[src/rtl/display_pkg.sv]
// Shared types and helpers for the multiplexed 7-segment scan controller.
// Latency: n/a (types, constants and a pure function only).
// Backpressure: n/a.
//
// Contents: scan_state_t (BLANK/ON), SEG_BLANK (all segments off, active-high),
// nibble_of() to slice digit k out of a packed digit vector.
package display_pkg;

   typedef enum logic {
      BLANK = 1'b0,
      ON    = 1'b1
   } scan_state_t;

   // All segments dark for an active-high (common-cathode) panel.
   localparam logic [6:0] SEG_BLANK = 7'h00;

   // Widest supported panel; callers zero-extend narrower digit vectors.
   localparam int MAX_DIGITS = 8;

   function automatic logic [3:0] nibble_of(input logic [4*MAX_DIGITS-1:0] data,
                                            input logic [2:0]              k);
      return data[{k, 2'b00} +: 4];
   endfunction

endpackage

[src/rtl/display_scan_ctrl_scan_timer.sv]
// Slot counter: times the blanking and lit phases of one digit slot.
// Latency: strobes are a combinational decode of the registered count.
// Backpressure: none; free-running while not in reset.
//
// Ports: clk, rst (sync, active-high), is_on (1 = current phase is ON),
// blank_done / on_done (high in the last cycle of the respective phase).
module scan_timer #(
   parameter int ON_CYCLES    = 1000,
   parameter int BLANK_CYCLES = 8,
   parameter int CNT_W        = 10
) (
   input  logic clk,
   input  logic rst,
   input  logic is_on,
   output logic blank_done,
   output logic on_done
);

   logic [CNT_W-1:0] cnt;

   assign blank_done = !is_on && (cnt == CNT_W'(BLANK_CYCLES - 1));
   assign on_done    =  is_on && (cnt == CNT_W'(ON_CYCLES - 1));

   // The count restarts whenever a phase ends so each phase starts at zero.
   always_ff @(posedge clk) begin
      if (rst) begin
         cnt <= '0;
      end else if (blank_done || on_done) begin
         cnt <= '0;
      end else begin
         cnt <= cnt + CNT_W'(1);
      end
   end

endmodule

[src/rtl/display_scan_ctrl.sv]
// Time-multiplexed scan controller for a multi-digit 7-segment panel sharing one decoder.
// Latency: all outputs registered; new data shows from the frame after LOAD is committed.
// Backpressure: none; LOAD while pending overwrites the pending value (latest wins).
//
// Ports: CLK, RST (sync, active-high), LOAD + DATA_IN + BLANK_MASK (pending buffer write),
// NIBBLE -> shared decoder, SEG_IN <- decoder, SEG_OUT / DIG_EN -> panel,
// LOAD_ACK (one-cycle pulse when pending data becomes active).
module display_scan_ctrl
   import display_pkg::*;
#(
   parameter int NUM_DIGITS     = 4,
   parameter int ON_CYCLES      = 1000,
   parameter int BLANK_CYCLES   = 8,
   parameter int SEG_ACTIVE_LOW = 0
) (
   input  logic                    CLK,
   input  logic                    RST,
   input  logic                    LOAD,
   input  logic [4*NUM_DIGITS-1:0] DATA_IN,
   input  logic [NUM_DIGITS-1:0]   BLANK_MASK,
   output logic [3:0]              NIBBLE,
   input  logic [6:0]              SEG_IN,
   output logic [6:0]              SEG_OUT,
   output logic [NUM_DIGITS-1:0]   DIG_EN,
   output logic                    LOAD_ACK
);

   localparam int CNT_MAX = (ON_CYCLES > BLANK_CYCLES) ? ON_CYCLES : BLANK_CYCLES;
   localparam int CNT_W   = (CNT_MAX > 1) ? $clog2(CNT_MAX) : 1;
   localparam int IDX_W   = $clog2(NUM_DIGITS);

   localparam logic [6:0] SEG_OFF = (SEG_ACTIVE_LOW != 0) ? ~SEG_BLANK : SEG_BLANK;

   scan_state_t             state;
   logic [IDX_W-1:0]        idx;
   logic [4*NUM_DIGITS-1:0] active_data;
   logic [NUM_DIGITS-1:0]   active_mask;
   logic [4*NUM_DIGITS-1:0] pend_data;
   logic [NUM_DIGITS-1:0]   pend_mask;
   logic                    pend_flag;

   logic                    blank_done;
   logic                    on_done;
   logic                    last_digit;
   logic                    frame_end;
   logic [IDX_W-1:0]        idx_next;
   logic [6:0]              seg_drive;

   scan_timer #(
      .ON_CYCLES    (ON_CYCLES),
      .BLANK_CYCLES (BLANK_CYCLES),
      .CNT_W        (CNT_W)
   ) u_timer (
      .clk        (CLK),
      .rst        (RST),
      .is_on      (state == ON),
      .blank_done (blank_done),
      .on_done    (on_done)
   );

   assign last_digit = (idx == IDX_W'(NUM_DIGITS - 1));
   assign frame_end  = on_done && last_digit;
   assign idx_next   = last_digit ? '0 : idx + IDX_W'(1);
   assign seg_drive  = (SEG_ACTIVE_LOW != 0) ? ~SEG_IN : SEG_IN;

   always_ff @(posedge CLK) begin
      if (RST) begin
         state       <= BLANK;
         idx         <= '0;
         active_data <= '0;
         active_mask <= '0;
         pend_data   <= '0;
         pend_mask   <= '0;
         pend_flag   <= 1'b0;
         NIBBLE      <= 4'h0;
         SEG_OUT     <= SEG_OFF;
         DIG_EN      <= '0;
         LOAD_ACK    <= 1'b0;
      end else begin
         LOAD_ACK <= 1'b0;

         if (LOAD) begin
            pend_data <= DATA_IN;
            pend_mask <= BLANK_MASK;
            pend_flag <= 1'b1;
         end

         case (state)
            BLANK: begin
               // Decoder has had the whole blanking phase to settle on NIBBLE.
               if (blank_done) begin
                  state <= ON;
                  if (active_mask[idx]) begin
                     DIG_EN  <= '0;
                     SEG_OUT <= SEG_OFF;
                  end else begin
                     DIG_EN  <= NUM_DIGITS'(1) << idx;
                     SEG_OUT <= seg_drive;
                  end
               end
            end
            ON: begin
               if (on_done) begin
                  state   <= BLANK;
                  DIG_EN  <= '0;
                  SEG_OUT <= SEG_OFF;
                  idx     <= idx_next;
                  if (frame_end && pend_flag) begin
                     // Commit the value pending before this edge; a LOAD on this
                     // same cycle stays pending for the next frame end.
                     active_data <= pend_data;
                     active_mask <= pend_mask;
                     pend_flag   <= LOAD;
                     LOAD_ACK    <= 1'b1;
                     NIBBLE      <= nibble_of(32'(pend_data), 3'(idx_next));
                  end else begin
                     NIBBLE      <= nibble_of(32'(active_data), 3'(idx_next));
                  end
               end else if (!active_mask[idx]) begin
                  SEG_OUT <= seg_drive;
               end
            end
            default: state <= BLANK;
         endcase
      end
   end

endmodule

[config.mk]
export PLATFORM = sky130hd
export DESIGN_NAME = display_scan_ctrl
export DESIGN_NICKNAME = d
export VERILOG_FILES = /design/src/rtl/display_pkg.sv /design/src/rtl/display_scan_ctrl_scan_timer.sv /design/src/rtl/display_scan_ctrl.sv
export SDC_FILE = /design/constraint.sdc
export NUM_CORES = 1
export LEC_CHECK = 0
export ABC_AREA = 1
export BUFFER_PORTS_ARGS = -buffer_cell sky130_fd_sc_hd__buf_2
export CAP_MARGIN = 20
export CORE_MARGIN = 2
export CORE_UTILIZATION = 35
export DETAILED_ROUTE_END_ITERATION = 10
export SYNTH_ARGS = -nofsm -noshare
export SYNTH_HDL_FRONTEND = slang
export SYNTH_SLANG_ARGS = --single-unit
[constraint.sdc]
create_clock -name CLK -period 4.2 [get_ports CLK]
set_clock_uncertainty 0.1 [all_clocks]
set_input_delay 0.42 -clock CLK [delete_from_list [all_inputs] [get_ports CLK]]
set_output_delay 0.42 -clock CLK [all_outputs]
set_load 0.005 [all_outputs]
==> results.cfg <==
[critical_path]
startpoint_type = register
worstSetupPathType = register to register
required_ns = 4.33
end_kind = register
arrival_ns = 2.43
path_max_fanout = 32

[global_routing]
grt.total_usage = 0.142
grt_pass1_vias = 2135
grt_pass1_wl_um = 9840
antenna_found_initial = 0
grt_remaining_overflow = 0
grt_max_degree = 40

[synthesis]
synthesis.nets = 404
yosysWarnings = 0
syn_area_um2 = 2830
netlist_top_cells_count = 76 x nor2_1, 70 x dfxtp_1, 49 x nand2_1
ys_types = 30
synth.area.top_cells = dfxtp_1 49%, nor2_1 10%, nand2_1 6.5%
syn_area_per_cell_um2 = 7.67
synthArstFlopShare = 0
synth-edff-count = 0
synth.most_common_cell = nor2_1
synth_top_area_frac = 0.495
ys_seq_area_frac = 0.495
yosysTopAreaCell = dfxtp_1
ys.flop_type = dfxtp_1
synthCells = 369
ys_ff_latch = 70

[sta]
hold-worst-slack_ns = 0.199
fin_crit_ns = 2.30
fin_crit_sh = 0.548
slew_violations = 0
fin_setup_tns_ns = 0
rsz0062_at_grt = false
setup_viol = 0
timing.fmax_mhz = 434
slew-limit-headroom = 0.367
final-hold-violation-count = 0
tightest_slew_ns = 0.948

[drt]
viasPerCell = 4.62
drt_pre_antenna_iters = 4
routed_wl_um = 5800
route.detailed.drc = 0
ant_nets = 0
avgRoutedWirePerCell_um = 11.3
initialDrtViolationCount = 100
vias = 2380

[floorplanning]
io_pins = 46
fp-row-count = 32
die_y_um = 93.9
start_util = 0.365
coreArea_um2 = 7770
die_area_um2 = 8830
fp.dieW_um = 93.9

[pwr]
switchingPower_w = 0.000271
sw_frac_of_total = 0.222
power.density_nw_per_um2 = 372
p_clk_frac = 0.387
pwr-share-seq = 0.569
leakagePower_nw = 1.47
comb_power_share = 0.044
ir_drop_uv = 176
intPower_w = 0.000947

[clock_network]
cts_hold_buf = 0
clock_latency_ns = 0.34
root_buffer = clkbuf_8
cts_buffer_depth = 2
post_cts_buffers = 0
clock_sinks = 70
cts_tree = built
h-tree-depth = 3
path_clk_slew_ns = 0.07
numCtsBuffers = 9
cts-resized-gates = 0

[layout]
fillers = 853
area_growth_pct = 15.6
nets = 444
drive_gt1_frac = 0.174
antennaDiodeCount = 0

[placed_design]
portBuffers = 45
dp_hpwl_um = 4100
gp_congestion = 0.770

[min_path]
holdCritPathClass = input port to register

[status]
status = completed

[run]
maxCapViolations = 0
==> stage by stage <==
step / power, W / setup slack, ns / cell area [um^2] / instances / util
2_1_floorplan: 0.000737 / 2.38 / 2830 / 369 / -
3_3_place_gp: 0.000761 / 1.93 / 3110 / 500 / 0.400
3_5_place_dp: 0.000762 / 1.83 / 3110 / 500 / 0.400
4_1_cts: 0.00123 / 1.90 / 3270 / 515 / 0.422
5_1_grt: 0.00127 / 1.65 / 3270 / 515 / 0.422
6_report: 0.00122 / 1.90 / 3270 / 515 / 0.422
==> state kept, by name, summed over array words and instances, names as in the netlist, 2 cells and up <==
name,flops
active_mask,4
pend_data,16
u_timer.cnt,10
pend_mask,4
NIBBLE,4
active_data,16
SEG_OUT,7
idx,2
DIG_EN,4
==> worst max-delay path, cell delays in order, from the launching register on <==
cell and delay [ns]:
dfxtp_1 0.35, ha_1 0.18, nand2_1 0.10, nor2_2 0.17, nand3_4 0.12, nor2_8 0.23, nand3_4 0.35, o21ai_1 0.34
nand2_1 0.09, nand3_1 0.09, a21oi_1 0.06
==> cell type report <==
class / instances / area [um^2] / share of cell area
Tap cell: 102 / 128 / 0.0390
Clock inverter: 1 / 5.00 / 0.00153
Clock buffer: 14 / 163 / 0.0497
Sequential cell: 70 / 1400 / 0.428
Multi-Input combinational cell: 254 / 1240 / 0.380
Timing Repair Buffer: 45 / 225 / 0.0688
Inverter: 29 / 109 / 0.0332
==> power by group through the flow <==
stage	Sequential, W	Combinational, W	Clock, W
detailed placement	0.000708	0.0000541	0
floorplan	0.000703	0.0000345	0
global placement	0.000708	0.0000533	0
CTS	0.000693	0.0000545	0.000486
global route	0.000694	0.0000634	0.000510
finish	0.000693	0.0000537	0.000471
==> logic make-up (layout without fill, tap and decap cells) <==
kind of cell | Yosys count | after routing | synth area share
AO/OA/AOI/OAI | 80 | 80 | 0.145
XOR/XNOR | 2 | 2 | 0.00619
adder cells (fa/ha/maj) | 5 | 5 | 0.0221
buffers and inverters | 45 | 89 | 0.0658
flip-flops | 70 | 70 | 0.495
AND/OR/NAND/NOR | 167 | 167 | 0.266
==> per-layer routing <==
layer  GRT usage  wire length (um)
met1       0.204              3160
met2       0.193              2310
met3      0.0273               247
met4      0.0870                83
met5           0                 0
==> final timing paths <==
check                               end                       from  slack, ns  cells after the start
max              NIBBLE[3]$_SDFFE_PP0N_  u_timer.cnt[0]$_SDFF_PP0_       1.90                     10
min          pend_data[10]$_SDFFE_PP0P_                DATA_IN[10]       0.20                      3
max reg2reg      NIBBLE[3]$_SDFFE_PP0N_  u_timer.cnt[0]$_SDFF_PP0_       1.90                     10
min reg2reg   u_timer.cnt[0]$_SDFF_PP0_  u_timer.cnt[0]$_SDFF_PP0_       0.36                      1
==> cells in the final DEF, fill, tap and decap left out <==
cell type,count
o21ai_0,34
nor2_2,1
inv_2,5
a21oi_2,1
clkbuf_1,3
nor2_1,76
clkinv_2,1
nand3_4,2
nor2_4,1
dfxtp_1,70
nor4_1,1
nand2_2,2
o21a_1,1
nand3_1,20
xor2_1,1
nor3b_1,3
a21oi_1,29
inv_1,24
nand2_1,49
a211oi_1,2
o21ai_1,13
buf_2,45
nand4_1,7
ha_1,5
nor3_1,1
or2_2,2
nand3b_1,1
nor2_8,1
xnor2_1,1
clkbuf_8,11
Note: power is estimated with default switching activity, not from simulation.
